### config.mk
export PLATFORM = sky130hd
export DESIGN_NAME = score_input_conditioner
export DESIGN_NICKNAME = d
export VERILOG_FILES = /design/src/rtl/score_input_conditioner.sv
export SDC_FILE = /design/constraint.sdc
export NUM_CORES = 1
export LEC_CHECK = 0
export ABC_AREA = 1
export CORE_MARGIN = 4
export CORE_UTILIZATION = 49
export DETAILED_ROUTE_END_ITERATION = 8
export PLACE_DENSITY = 0.64
export SETUP_SLACK_MARGIN = 0.05
export SKIP_CTS_REPAIR_TIMING = 1
export SLEW_MARGIN = 20
export SYNTH_ARGS = -nofsm -noshare
export SYNTH_HDL_FRONTEND = slang
export SYNTH_SLANG_ARGS = --single-unit
### constraint.sdc
create_clock -name clock -period 1.7 [get_ports clock]
set_input_delay 0.17 -clock clock [delete_from_list [all_inputs] [get_ports clock]]
set_output_delay 0.17 -clock clock [all_outputs]
set_load 0.03 [all_outputs]
### src/rtl/score_input_conditioner.sv
// Scoreboard input front-end: synchronizes and debounces the score/pause
// buttons and emits one tagged score event per accepted press.

module score_btn_debounce #(
   parameter int DEBOUNCE_CYCLES = 1000000,
   parameter int CNT_W           = 20
) (
   input  logic clock,
   input  logic reset,
   input  logic i_sync,
   output logic o_strobe,
   output logic o_busy
);

   typedef enum logic [1:0] {
      IDLE,
      PRESS_WAIT,
      HELD,
      RELEASE_WAIT
   } state_t;

   localparam logic [CNT_W-1:0] LP_LAST = CNT_W'(DEBOUNCE_CYCLES - 1);

   state_t           r_state;
   state_t           w_state_nxt;
   logic [CNT_W-1:0] r_cnt;
   logic [CNT_W-1:0] w_cnt_nxt;

   always_ff @(posedge clock or negedge reset) begin
      if (!reset) begin
         r_state <= IDLE;
         r_cnt   <= '0;
      end else begin
         r_state <= w_state_nxt;
         r_cnt   <= w_cnt_nxt;
      end
   end

   always_comb begin
      w_state_nxt = r_state;
      w_cnt_nxt   = r_cnt;
      o_strobe    = 1'b0;
      unique case (r_state)
         IDLE: begin
            if (i_sync) begin
               w_state_nxt = PRESS_WAIT;
               w_cnt_nxt   = '0;
            end
         end
         PRESS_WAIT: begin
            if (!i_sync) begin
               w_state_nxt = IDLE;
               w_cnt_nxt   = '0;
            end else if (r_cnt == LP_LAST) begin
               w_state_nxt = HELD;
               w_cnt_nxt   = '0;
               o_strobe    = 1'b1;
            end else begin
               w_cnt_nxt = r_cnt + 1'b1;
            end
         end
         HELD: begin
            if (!i_sync) begin
               w_state_nxt = RELEASE_WAIT;
               w_cnt_nxt   = '0;
            end
         end
         RELEASE_WAIT: begin
            // a high sample here is release bounce: back to HELD, no strobe
            if (i_sync) begin
               w_state_nxt = HELD;
               w_cnt_nxt   = '0;
            end else if (r_cnt == LP_LAST) begin
               w_state_nxt = IDLE;
               w_cnt_nxt   = '0;
            end else begin
               w_cnt_nxt = r_cnt + 1'b1;
            end
         end
         default: begin
            w_state_nxt = IDLE;
            w_cnt_nxt   = '0;
         end
      endcase
   end

   assign o_busy = (r_state == HELD) || (r_state == RELEASE_WAIT);

endmodule

module score_input_conditioner #(
   parameter int DEBOUNCE_CYCLES = 1000000,
   parameter int CNT_W           = 20
) (
   input  logic       clock,
   input  logic       reset,
   input  logic       btn_one,
   input  logic       btn_two,
   input  logic       btn_three,
   input  logic       btn_pause,
   input  logic       sw_team,
   output logic       score_valid,
   output logic [1:0] score_pts,
   output logic       score_team,
   output logic       pause_level,
   output logic       overlap_err
);

   logic [4:0] w_raw;
   logic [4:0] r_sync1;
   logic [4:0] r_sync2;
   logic [3:0] w_strobe;
   logic [3:0] w_busy;
   logic [2:0] w_blocked;
   logic [2:0] w_live;
   logic [2:0] w_win;
   logic [1:0] w_pts;
   logic       w_drop;

   logic       r_valid;
   logic [1:0] r_pts;
   logic       r_team;
   logic       r_pause;
   logic       r_ovl;

   assign w_raw = {sw_team, btn_pause, btn_three, btn_two, btn_one};

   always_ff @(posedge clock or negedge reset) begin
      if (!reset) begin
         r_sync1 <= '0;
         r_sync2 <= '0;
      end else begin
         r_sync1 <= w_raw;
         r_sync2 <= r_sync1;
      end
   end

   for (genvar g = 0; g < 4; g++) begin : g_btn
      score_btn_debounce #(
         .DEBOUNCE_CYCLES(DEBOUNCE_CYCLES),
         .CNT_W          (CNT_W)
      ) u_deb (
         .clock   (clock),
         .reset   (reset),
         .i_sync  (r_sync2[g]),
         .o_strobe(w_strobe[g]),
         .o_busy  (w_busy[g])
      );
   end

   // busy is the pre-transition state, so it reflects earlier presses only
   assign w_blocked[0] = w_busy[1] | w_busy[2];
   assign w_blocked[1] = w_busy[0] | w_busy[2];
   assign w_blocked[2] = w_busy[0] | w_busy[1];
   assign w_live       = w_strobe[2:0] & ~w_blocked;

   always_comb begin
      w_win = 3'b000;
      w_pts = 2'd0;
      if (w_live[2]) begin
         w_win = 3'b100;
         w_pts = 2'd3;
      end else if (w_live[1]) begin
         w_win = 3'b010;
         w_pts = 2'd2;
      end else if (w_live[0]) begin
         w_win = 3'b001;
         w_pts = 2'd1;
      end
   end

   assign w_drop = |(w_strobe[2:0] & ~w_win);

   always_ff @(posedge clock or negedge reset) begin
      if (!reset) begin
         r_valid <= 1'b0;
         r_pts   <= 2'd0;
         r_team  <= 1'b0;
         r_pause <= 1'b0;
         r_ovl   <= 1'b0;
      end else begin
         r_valid <= |w_win;
         r_ovl   <= w_drop;
         r_pause <= r_pause ^ w_strobe[3];
         if (|w_win) begin
            r_pts  <= w_pts;
            r_team <= r_sync2[4];
         end
      end
   end

   assign score_valid = r_valid;
   assign score_pts   = r_pts;
   assign score_team  = r_team;
   assign pause_level = r_pause;
   assign overlap_err = r_ovl;

endmodule

# ---- Yosys cells after proc, flatten, opt, wreduce, memory -nomap -nowiden
# Cells that the tools add are included.
dict set report totals {
  ff_bits 104
  output_inout_bits 6
  wordCells 146
}
dict set report op_classes {
  muxes 70
  reduce_logical 17
  eq_ne 32
  n_addsub 4
  n_bitwise 8
}
# cell n
set op_table {}
lappend op_table {{two-way mux 20 bit} 20}
lappend op_table {{case mux 20 bit (4 select lines)} 4}
lappend op_table {{adder 20 x 1 -> 20 bit, second input constant} 4}
lappend op_table {{equality test 20 bit, second input constant} 4}
lappend op_table {{two-way mux 2 bit} 27}
lappend op_table {{case mux 2 bit (4 select lines)} 4}
lappend op_table {{inequality test 3 x 2 -> 1 bit, second input constant} 8}
lappend op_table {{equality test 2 bit, second input constant} 8}
lappend op_table {{inequality test 2 bit, second input constant} 8}
lappend op_table {{AND reduction 4 bit} 4}
lappend op_table {{two-way mux 1 bit} 14}
lappend op_table {{equality test 2 x 1 -> 1 bit, second input constant} 4}
lappend op_table {{logical NOT 2 bit} 4}
lappend op_table {{AND reduction 2 bit} 4}
lappend op_table {{bitwise AND 3 bit} 2}
lappend op_table {{inverter 3 bit} 2}
lappend op_table {{OR reduction 3 bit} 2}
lappend op_table {{logical OR 1 bit} 3}
lappend op_table {{two-way mux 3 bit} 1}
lappend op_table {{bitwise OR 1 bit} 3}
lappend op_table {{XOR 1 bit} 1}

# ---- Logic depth before layout (Yosys ltp)
dict set report depth {
  depth_word 11
  mapped_depth 12
}

# ---- Cells and area by module
# A second synthesis with hierarchy kept.
dict set report unflattened {
  hier_cells 927
  area_unflattened_um2 6532.5
}
# module seq_area_each_um2 area_per_inst_um2 n_inst cells_each
set modules_own_cells {}
lappend modules_own_cells {{score_btn_debounce at g_btn[0].u_deb ...} 550.5 1488.9 3 219}
lappend modules_own_cells {{score_btn_debounce at g_btn[3].u_deb} 550.5 1516.5 1 224}
lappend modules_own_cells {score_input_conditioner 400.4 549.3 1 46}

# ---- Worst setup path before layout
# OpenSTA, ideal clock, no wires.
dict set report synth_timing {
  path_kind {register to register}
  startpoint {register g_btn[2].u_deb.r_cnt[0]}
  endpoint {register g_btn[2].u_deb.r_cnt[1]}
  stages_incl_launch_ff 9
  path_buffers 1
  setup_slack_ps 152
  synth_period_minus_slack_ps 1548
  arrival_time_ps 1427
  path_cell_list {dfrtp_1 > ha_1 > nand2_2 > nor2_4 > nand3_4 > o21ai_4 > inv_2 > buf_6 > a22o_1}
}
dict set report synth_via {
  elab_chain_cells 4
  word_cells_on_any_way 6
  cone_classes {add/sub (1); eq/ne (1); mux (4)}
}
# element line
set synth_rtl {}
lappend synth_rtl {{start: declaration} 26} ;# logic [CNT_W-1:0] r_cnt;
lappend synth_rtl {{start signal: assignment} 35} ;# r_cnt <= w_cnt_nxt;
lappend synth_rtl {{adder 20 x 1 -> 20 bit / equality test 20 bit (equally long branches)} --}
lappend synth_rtl {{two-way mux 20 bit (*)} {54, 73}}
lappend synth_rtl {{two-way mux 20 bit (on tied branches)} {70, 51}}
lappend synth_rtl {{case mux 20 bit (4 select lines) (*)} 43} ;# unique case (r_state)
# Mark *: on every way between the ends. The rest lies on a longest branch, timed or not.
# A chain may end at the register's enable or synchronous reset.

# ---- Final worst setup path
dict set report layout_timing {
  startpoint {register g_btn[3].u_deb.r_cnt[0]}
  endpoint {register g_btn[3].u_deb.r_state[0]}
}
dict set report layout_via {
  elab_chain_cells 3
  word_cells_on_any_way 4
  cone_classes {eq/ne (3); reduce/logical (1)}
}
# element line
set layout_rtl {}
lappend layout_rtl {{start: declaration} 26}
lappend layout_rtl {{start signal: assignment} 35}
lappend layout_rtl {{equality test 20 bit (*)} {54, 73}}
lappend layout_rtl {{inequality test 3 x 2 -> 1 bit (no source line)} --}
lappend layout_rtl {{AND reduction 4 bit (no source line) (*)} --}
lappend layout_rtl {{end signal: assignment} 34} ;# r_state <= w_state_nxt;
lappend layout_rtl {{end: declaration} 24} ;# state_t r_state;
# Marks and branches as above.

==> PnR_summary.wiki <==
{| class="wikitable"
! Metric !! Value
|-
| Non-filler instance count after layout || 929
|-
| Vias in the first global route || 4467
|-
| Per-instance average area after synthesis || 7.947 µm²
|-
| Largest net degree at the start of global routing || 53
|-
| ANT nets after route || 0
|-
| Max IR drop VDD || 0.7931 mV
|-
| Total wire length || 12.27 mm
|-
| MaxCap Viol Count || 0
|-
| Comb power frac || 0.320
|-
| Number of clock sinks || 104
|-
| CTS tree || built
|-
| Core Box Area || 11420 µm²
|-
| Number of iterations in the first detailed-routing pass || 5
|-
| EDFF count, synth || 0
|-
| Critical setup path kind || flip-flop to flip-flop
|-
| Seq pwr share || 0.406
|-
| Number of instances in the synthesized netlist || 720
|-
| Leakage power total || 2.885 nW
|-
| Number of vias in the routed layout || 4828
|-
| Syn nets || 731
|-
| Register area share after synthesis || 0.4548
|-
| Final Max Slew Viols || 0
|-
| Result of the run || finished, final reports clean
|-
| Startpoint Class || flip-flop
|-
| Number of warnings reported in the yosys synthesis log || 0
|-
| Number of core rows || 39
|-
| Share of post-route cells with drive strength above 1 || 0.2226
|-
| Overall global routing resource usage || 0.1875
|-
| Number of clock buffers inserted by TritonCTS || 9
|-
| Growth of design area from synthesis to finish || 22.37%
|-
| Internal power || 4.579 mW
|-
| Aggregate global routing overflow || 0
|-
| Startpoint of the worst register-to-register path || g_btn[3].u_deb.r_cnt[0]
|-
| First-pass GRT wire length || 20.27 mm
|-
| Highest-count cells in the layout ignoring fill and taps || sky130_fd_sc_hd__nand2_1 (156), sky130_fd_sc_hd__dfrtp_1 (100), sky130_fd_sc_hd__inv_1 (88)
|-
| DIE HEIGHT || 116.1 µm
|-
| Slowest cell on crit path || sky130_fd_sc_hd__dfrtp_2
|-
| Areal power density over the cells || 1022 nW/µm²
|-
| Setup skew after layout || 0.007002 ns
|-
| Port Buf Inserts || 12
|-
| Final hold violation count || 0
|-
| DR iter-0 viols || 337
|-
| Vias per std cell || 5.197
|-
| Largest stage delay, worst path || 0.41 ns
|-
| Setup repair after global routing missed its margin || yes
|-
| Clock Latency Late Sink || 0.35 ns
|-
| Summed instance area of the synthesized netlist || 5722 µm²
|-
| Die Footprint || 13470 µm²
|-
| Relative contribution of the clock network to total power || 0.275
|-
| Pre-CTS setup slack || -0.04629 ns
|-
| Total negative slack || 0 ns
|-
| Min-Delay Path Class || primary input to async pin
|-
| Period utilization || 0.9707
|-
| Most common cell after layout, fill and taps aside || sky130_fd_sc_hd__nand2_1
|-
| Buffer depth of the longest clock path || 2
|-
| Number of flip-flops and latches in the synthesized netlist || 104
|-
| P_sw || 2.577 mW
|-
| Final nets || 792
|-
| Count of final setup violators || 0
|-
| Max FO, Critical Path || 6
|-
| Switching part of the total power || 0.3601
|-
| Final weighted congestion in routability-driven placement || 0.9116
|-
| Top_reg_cell synth || sky130_fd_sc_hd__dfrtp_1
|-
| Required arrival time at the worst endpoint || 1.94 ns
|-
| Critical Path Start || g_btn[3].u_deb.r_cnt[0]
|-
| Pin slew with the least headroom to its limit || 0.4482 ns
|-
| Drt drc || 0
|-
| Arrival time at the worst endpoint || 1.89 ns
|-
| Starting density of the core || 0.5011
|-
| Number of diodes added for antenna fixing || 0
|-
| Worst setup EP type || flip-flop
|-
| Share of flip-flops with an asynchronous set or reset after synthesis || 1.000
|-
| H-Tree Depth || 3
|-
| Achievable frequency || 0.6060 GHz
|-
| Worst slew margin relative to its limit || 0.6992
|-
| I/O pin count || 13
|-
| Antenna violations before repair || 0
|-
| List of cells traversed by the critical path || ha_4 -> nand2_4 -> nor2_4 -> nand2_2 -> nor2_4 -> nand3_4 -> nand2_8 -> buf_4 -> buf_4 -> a21oi_1
|-
| Hold Slack || 0.2525 ns
|-
| Count of buffering cells on the critical path with inverters included || 2
|-
| Tmin final || 1.650 ns
|-
| Family of cells with the greatest summed delay on the critical path || simple AND/OR/NAND/NOR gates
|-
| Die Wd || 116.1 µm
|-
| Final routed wire length divided by cell count || 13.21 µm
|-
| Clock-pin slew on the worst setup and hold paths || 0.07 ns
|-
| Count of cell types in the netlist || 40
|-
| Clock Root Buffer || sky130_fd_sc_hd__clkbuf_16
|-
| Half-perimeter wire length after placement || 8.356 mm
|-
| Inst Count DP || 887
|-
| Slack of the critical path || 0.04976 ns
|}
metrics by stage:
| step | cell area [µm²] | power, mW | utilization |
|---|---|---|---|
| finish | 7002 | 7.156 | 0.6132 |
| global route | 7002 | 7.601 | 0.6132 |
| CTS | 6399 | 6.633 | 0.5604 |
| detailed placement | 6116 | 4.644 | 0.5356 |
| global placement | 6116 | 4.589 | 0.5356 |
| floorplan | 5722 | 4.143 | - |
cell type report:
type,instances,area [µm²]
sequential,104,2608
clock buffer,9,225.2
tap,143,178.9
timing repair buffer,57,519.2
clock inverter,7,57.56
inverter,103,399.1
multi-input combinational,506,3014
fill,990,4417
layer usage:
layer / routed length (µm) / track usage / up-vias
li1: - / - / 2464
met5: 0 / 0 / -
met3: 414 / 0.05326 / 17
met2: 5905 / 0.3072 / 75
met1: 5768 / 0.2427 / 2272
met4: 181 / 0.05646 / 0
sequential cells by signal, summed over array words and instances (netlist names), 2 cells and up, named ones only:
name                 flops
g_btn.u_deb.r_state      4
r_sync2                  5
g_btn.u_deb.r_cnt       80
r_sync1                  5
score_pts                2
final timing paths:
kind,slack (ns),to,cells past startpoint
worst max register to register,0.05,g_btn[3].u_deb.r_state[0],10
min in group clock,0.26,r_sync1[1],1
worst max-delay path,0.05,g_btn[3].u_deb.r_state[0],10
worst min register to register,0.35,r_sync2[3],0
max in group asynchronous,0.86,g_btn[0].u_deb.r_cnt[2],3
worst min-delay path,0.25,g_btn[3].u_deb.r_cnt[5],2
power by group through the flow:
stage               clock network (mW)  logic (mW)  registers, mW
floorplan                            0        1.28           2.87
global placement                     0        1.70           2.89
detailed placement                   0        1.74           2.90
CTS                               2.03        1.75           2.86
global route                      2.13        2.54           2.93
finish                            1.97        2.29           2.90
Yosys cell counts, types with 8 or more instances:
library cell              count  area, µm²
sky130_fd_sc_hd__nor2_2      11      68.82
sky130_fd_sc_hd__o21ai_1     20      100.1
sky130_fd_sc_hd__nor2_4      10      112.6
sky130_fd_sc_hd__nand3_1     49      245.2
sky130_fd_sc_hd__a21oi_1     23      115.1
sky130_fd_sc_hd__nor2_1      79      296.5
sky130_fd_sc_hd__inv_2       12      45.04
sky130_fd_sc_hd__dfrtp_1    104       2603
sky130_fd_sc_hd__xor2_1      23      201.4
sky130_fd_sc_hd__nand4_1     16      100.1
sky130_fd_sc_hd__nand2_1    163      611.8
sky130_fd_sc_hd__nand2_2      8      50.05
sky130_fd_sc_hd__inv_1       89      334.1
sky130_fd_sc_hd__nor3_1      13      65.06
sky130_fd_sc_hd__o22ai_1     21      131.4
sky130_fd_sc_hd__o21ai_0     30      150.1
kinds of logic after synthesis:
logic type                 Yosys count  share of synthesized area
and+or+nand+nor                    367                     0.3072
buffers and inverters              110                    0.07807
AOI/OAI and AO/OA                  107                     0.1082
DFF                                104                     0.4548
xor gates and xnor gates            28                    0.04286
adders and majority gates            4                   0.008747
No activity file was read; power rests on OpenSTA's default activity.
==> edit: new RTL, same settings <==
`DEBOUNCE_CYCLES` is set to 1000000 in 2 places; all go to 750000.
--- a/src/rtl/score_input_conditioner.sv
+++ b/src/rtl/score_input_conditioner.sv
@@ -4,3 +4,3 @@
 module score_btn_debounce #(
-   parameter int DEBOUNCE_CYCLES = 1000000,
+   parameter int DEBOUNCE_CYCLES = 750000,
    parameter int CNT_W           = 20
@@ -91,3 +91,3 @@
 module score_input_conditioner #(
-   parameter int DEBOUNCE_CYCLES = 1000000,
+   parameter int DEBOUNCE_CYCLES = 750000,
    parameter int CNT_W           = 20
Behaviour: no difference found for any inputs over 10 cycles, from zero or initial values and one cycle with reset low; that may be too few to reach the edited logic, so the function may still have changed.
==> edit against the original RTL <==
Critical path depth is the same. Die area grew 2.0%. Wire length grew 2.3%. Total power shrank 13%. Area after synthesis grew 2.2%. Sequential cell count is the same. Design area shrank 3.9%. Synthesized cell count grew 4.9%. Worst setup slack gained 0.066 ns. Highest routed layer unchanged. Combinational power shrank 33%.
==> edit: results (changes against the original RTL) <==
| Metric | Value |
|---|---|
| Worst IR Drop VDD | 0.000797 V (+0.46%) |
| Yosys warnings | 0 (unchanged) |
| Later-pin clock latency in the skew report | 0.35 ns (about the same) |
| Synth unique cells | 40 (unchanged) |
| Pleak | 2.89 nW (about the same) |
| Cell Area, Placed | 0.00623 sq mm (+1.9%) |
| Post-synth top cells | 192 x nand2_1, 104 x dfrtp_1, 76 x inv_1 |
| Final #Nets | 810 (+2.3%) |
| DR pass1 iterations | 5 (unchanged) |
| Synthesized Nets | 766 (+4.8%) |
| Status | complete, no violations |
| Routed wire length | 12600 microns (+2.3%) |
| Initial antenna violation count | 0 (unchanged) |
| Final TNS setup | 0 ns (unchanged) |
| Max Buffers Root-to-Sink | 2 (unchanged) |
| # port buffers | 12 (unchanged) |
| Vias in the first global route | 4760 (+6.6%) |
| P per Cell Area | 928 mW/mm^2 (-9.2%) |
| Least-Margin Pin Slew | 0.413 ns (-0.0355 ns) |
| Initial DRC count | 301 (-11%) |
| Maxcap violations | 0 (unchanged) |
| CTS Buf Count | 9 (unchanged) |
| Worst-path clk slew | 0.07 ns (about the same) |
| Pin count of the biggest net entering global routing | 41 (-23%) |
| H-tree Lvls | 3 (unchanged) |
| ANT cells | 0 (unchanged) |
| Total number of vias | 5002 (+3.6%) |
| Sequential share of the synthesized area | 0.445 (-0.00964) |
| Final period util | 0.932 (-0.0385) |
| Total GRT Usage | 0.196 (+0.00831) |
| First-pass GRT wire length | 21700 microns (+6.9%) |
| DRC | 0 (unchanged) |
| Synth area leaders | dfrtp_1 45%, nand2_1 12%, nand3_1 5.7% |
| Largest regs | g_btn.u_deb.r_cnt (80), r_sync1 (5), r_sync2 (5) |
| R2R setup slack | 0.12 ns (+0.07 ns) |
| Final setup skew | 0.00785 ns (+0.000844 ns) |
| Delay of the slowest critical-path stage | 0.43 ns (+0.02 ns) |
| GP Congestion | 0.895 (-1.8%) |
| Hold WC Path Type | in2reg |
| Layout cells sized above 1 | 0.161 (-0.0618) |
| Post-DP HPWL | 8970 microns (+7.3%) |
| Delay-heaviest family, CP | simple AND/OR/NAND/NOR gates |
| Post-synth top flop | dfrtp_1 |
| Worst slack, placed | 0.00538 ns (+0.0517 ns) |
| Worst Hold Depth | 1 |
| Critical path's slowest cell | dfrtp_1 |
| Reg2reg path depth | 10 (unchanged) |
| WP data arrival | 1.87 ns (-0.02 ns) |
| Fillers | 1033 (+4.3%) |
| Row cnt | 39 (unchanged) |
| Root buffer cell | clkbuf_16 |
| Ys async rst share | 1.00 (unchanged) |
| Crit path max fanout | 4 (-2) |
[edit: final timing paths]
kind | start | end
min in group asynchronous | reset | g_btn[0].u_deb.r_cnt[17]$_DFFE_PN0P_
worst max register to register | g_btn[1].u_deb.r_cnt[1]$_DFFE_PN0P_ | g_btn[1].u_deb.r_cnt[18]$_DFFE_PN0P_
worst min register to register | r_sync1[0]$_DFF_PN0_ | r_sync2[0]$_DFF_PN0_
max in group asynchronous | reset | g_btn[2].u_deb.r_cnt[17]$_DFFE_PN0P_
worst min-delay path | btn_pause | r_sync1[3]$_DFF_PN0_
worst max-delay path | g_btn[1].u_deb.r_cnt[1]$_DFFE_PN0P_ | g_btn[1].u_deb.r_cnt[18]$_DFFE_PN0P_
[edit: cells by family after synthesis]
group                      count (synthesis)  synth area share
and+or+nand+nor                          422             0.339
DFF                                      104             0.445
adders and majority gates                  4           0.00856
buffers and inverters                    101            0.0723
AOI/OAI and AO/OA                         92            0.0869
xor gates and xnor gates                  32            0.0479
[edit: cell type report]
type                            instances  area share
Inverter                               88      0.0515
Tap cell                              143      0.0266
Sequential cell                       104       0.387
Timing Repair inverter                  1    0.000930
Clock inverter                          3     0.00298
Timing Repair Buffer                   45      0.0595
Multi-Input combinational cell        550       0.435
Clock buffer                           11      0.0361
[edit: per-layer routing]
metal	global-route usage	wire (microns)
met2	0.307	5810
met3	0.0458	529
met4	0.0627	185
met5	0	0
met1	0.269	6020
[edit: through the flow]
step / hold WS, ns / total power, W / cells
5_1_grt: 0.246 / 0.00660 / 945
3_5_place_dp: 0.133 / 0.00421 / 918
4_1_cts: -0.243 / 0.00615 / 932
6_report: 0.255 / 0.00624 / 945
3_3_place_gp: 0.128 / 0.00418 / 918
2_1_floorplan: -0.126 / 0.00378 / 755
[edit: power breakdown]
part           internal [W]  total (W)  leakage (nW)  switching [W]
combinational      0.000525    0.00153          1.35        0.00101
clock               0.00102    0.00192         0.123       0.000903
sequential          0.00263    0.00279          1.41       0.000161
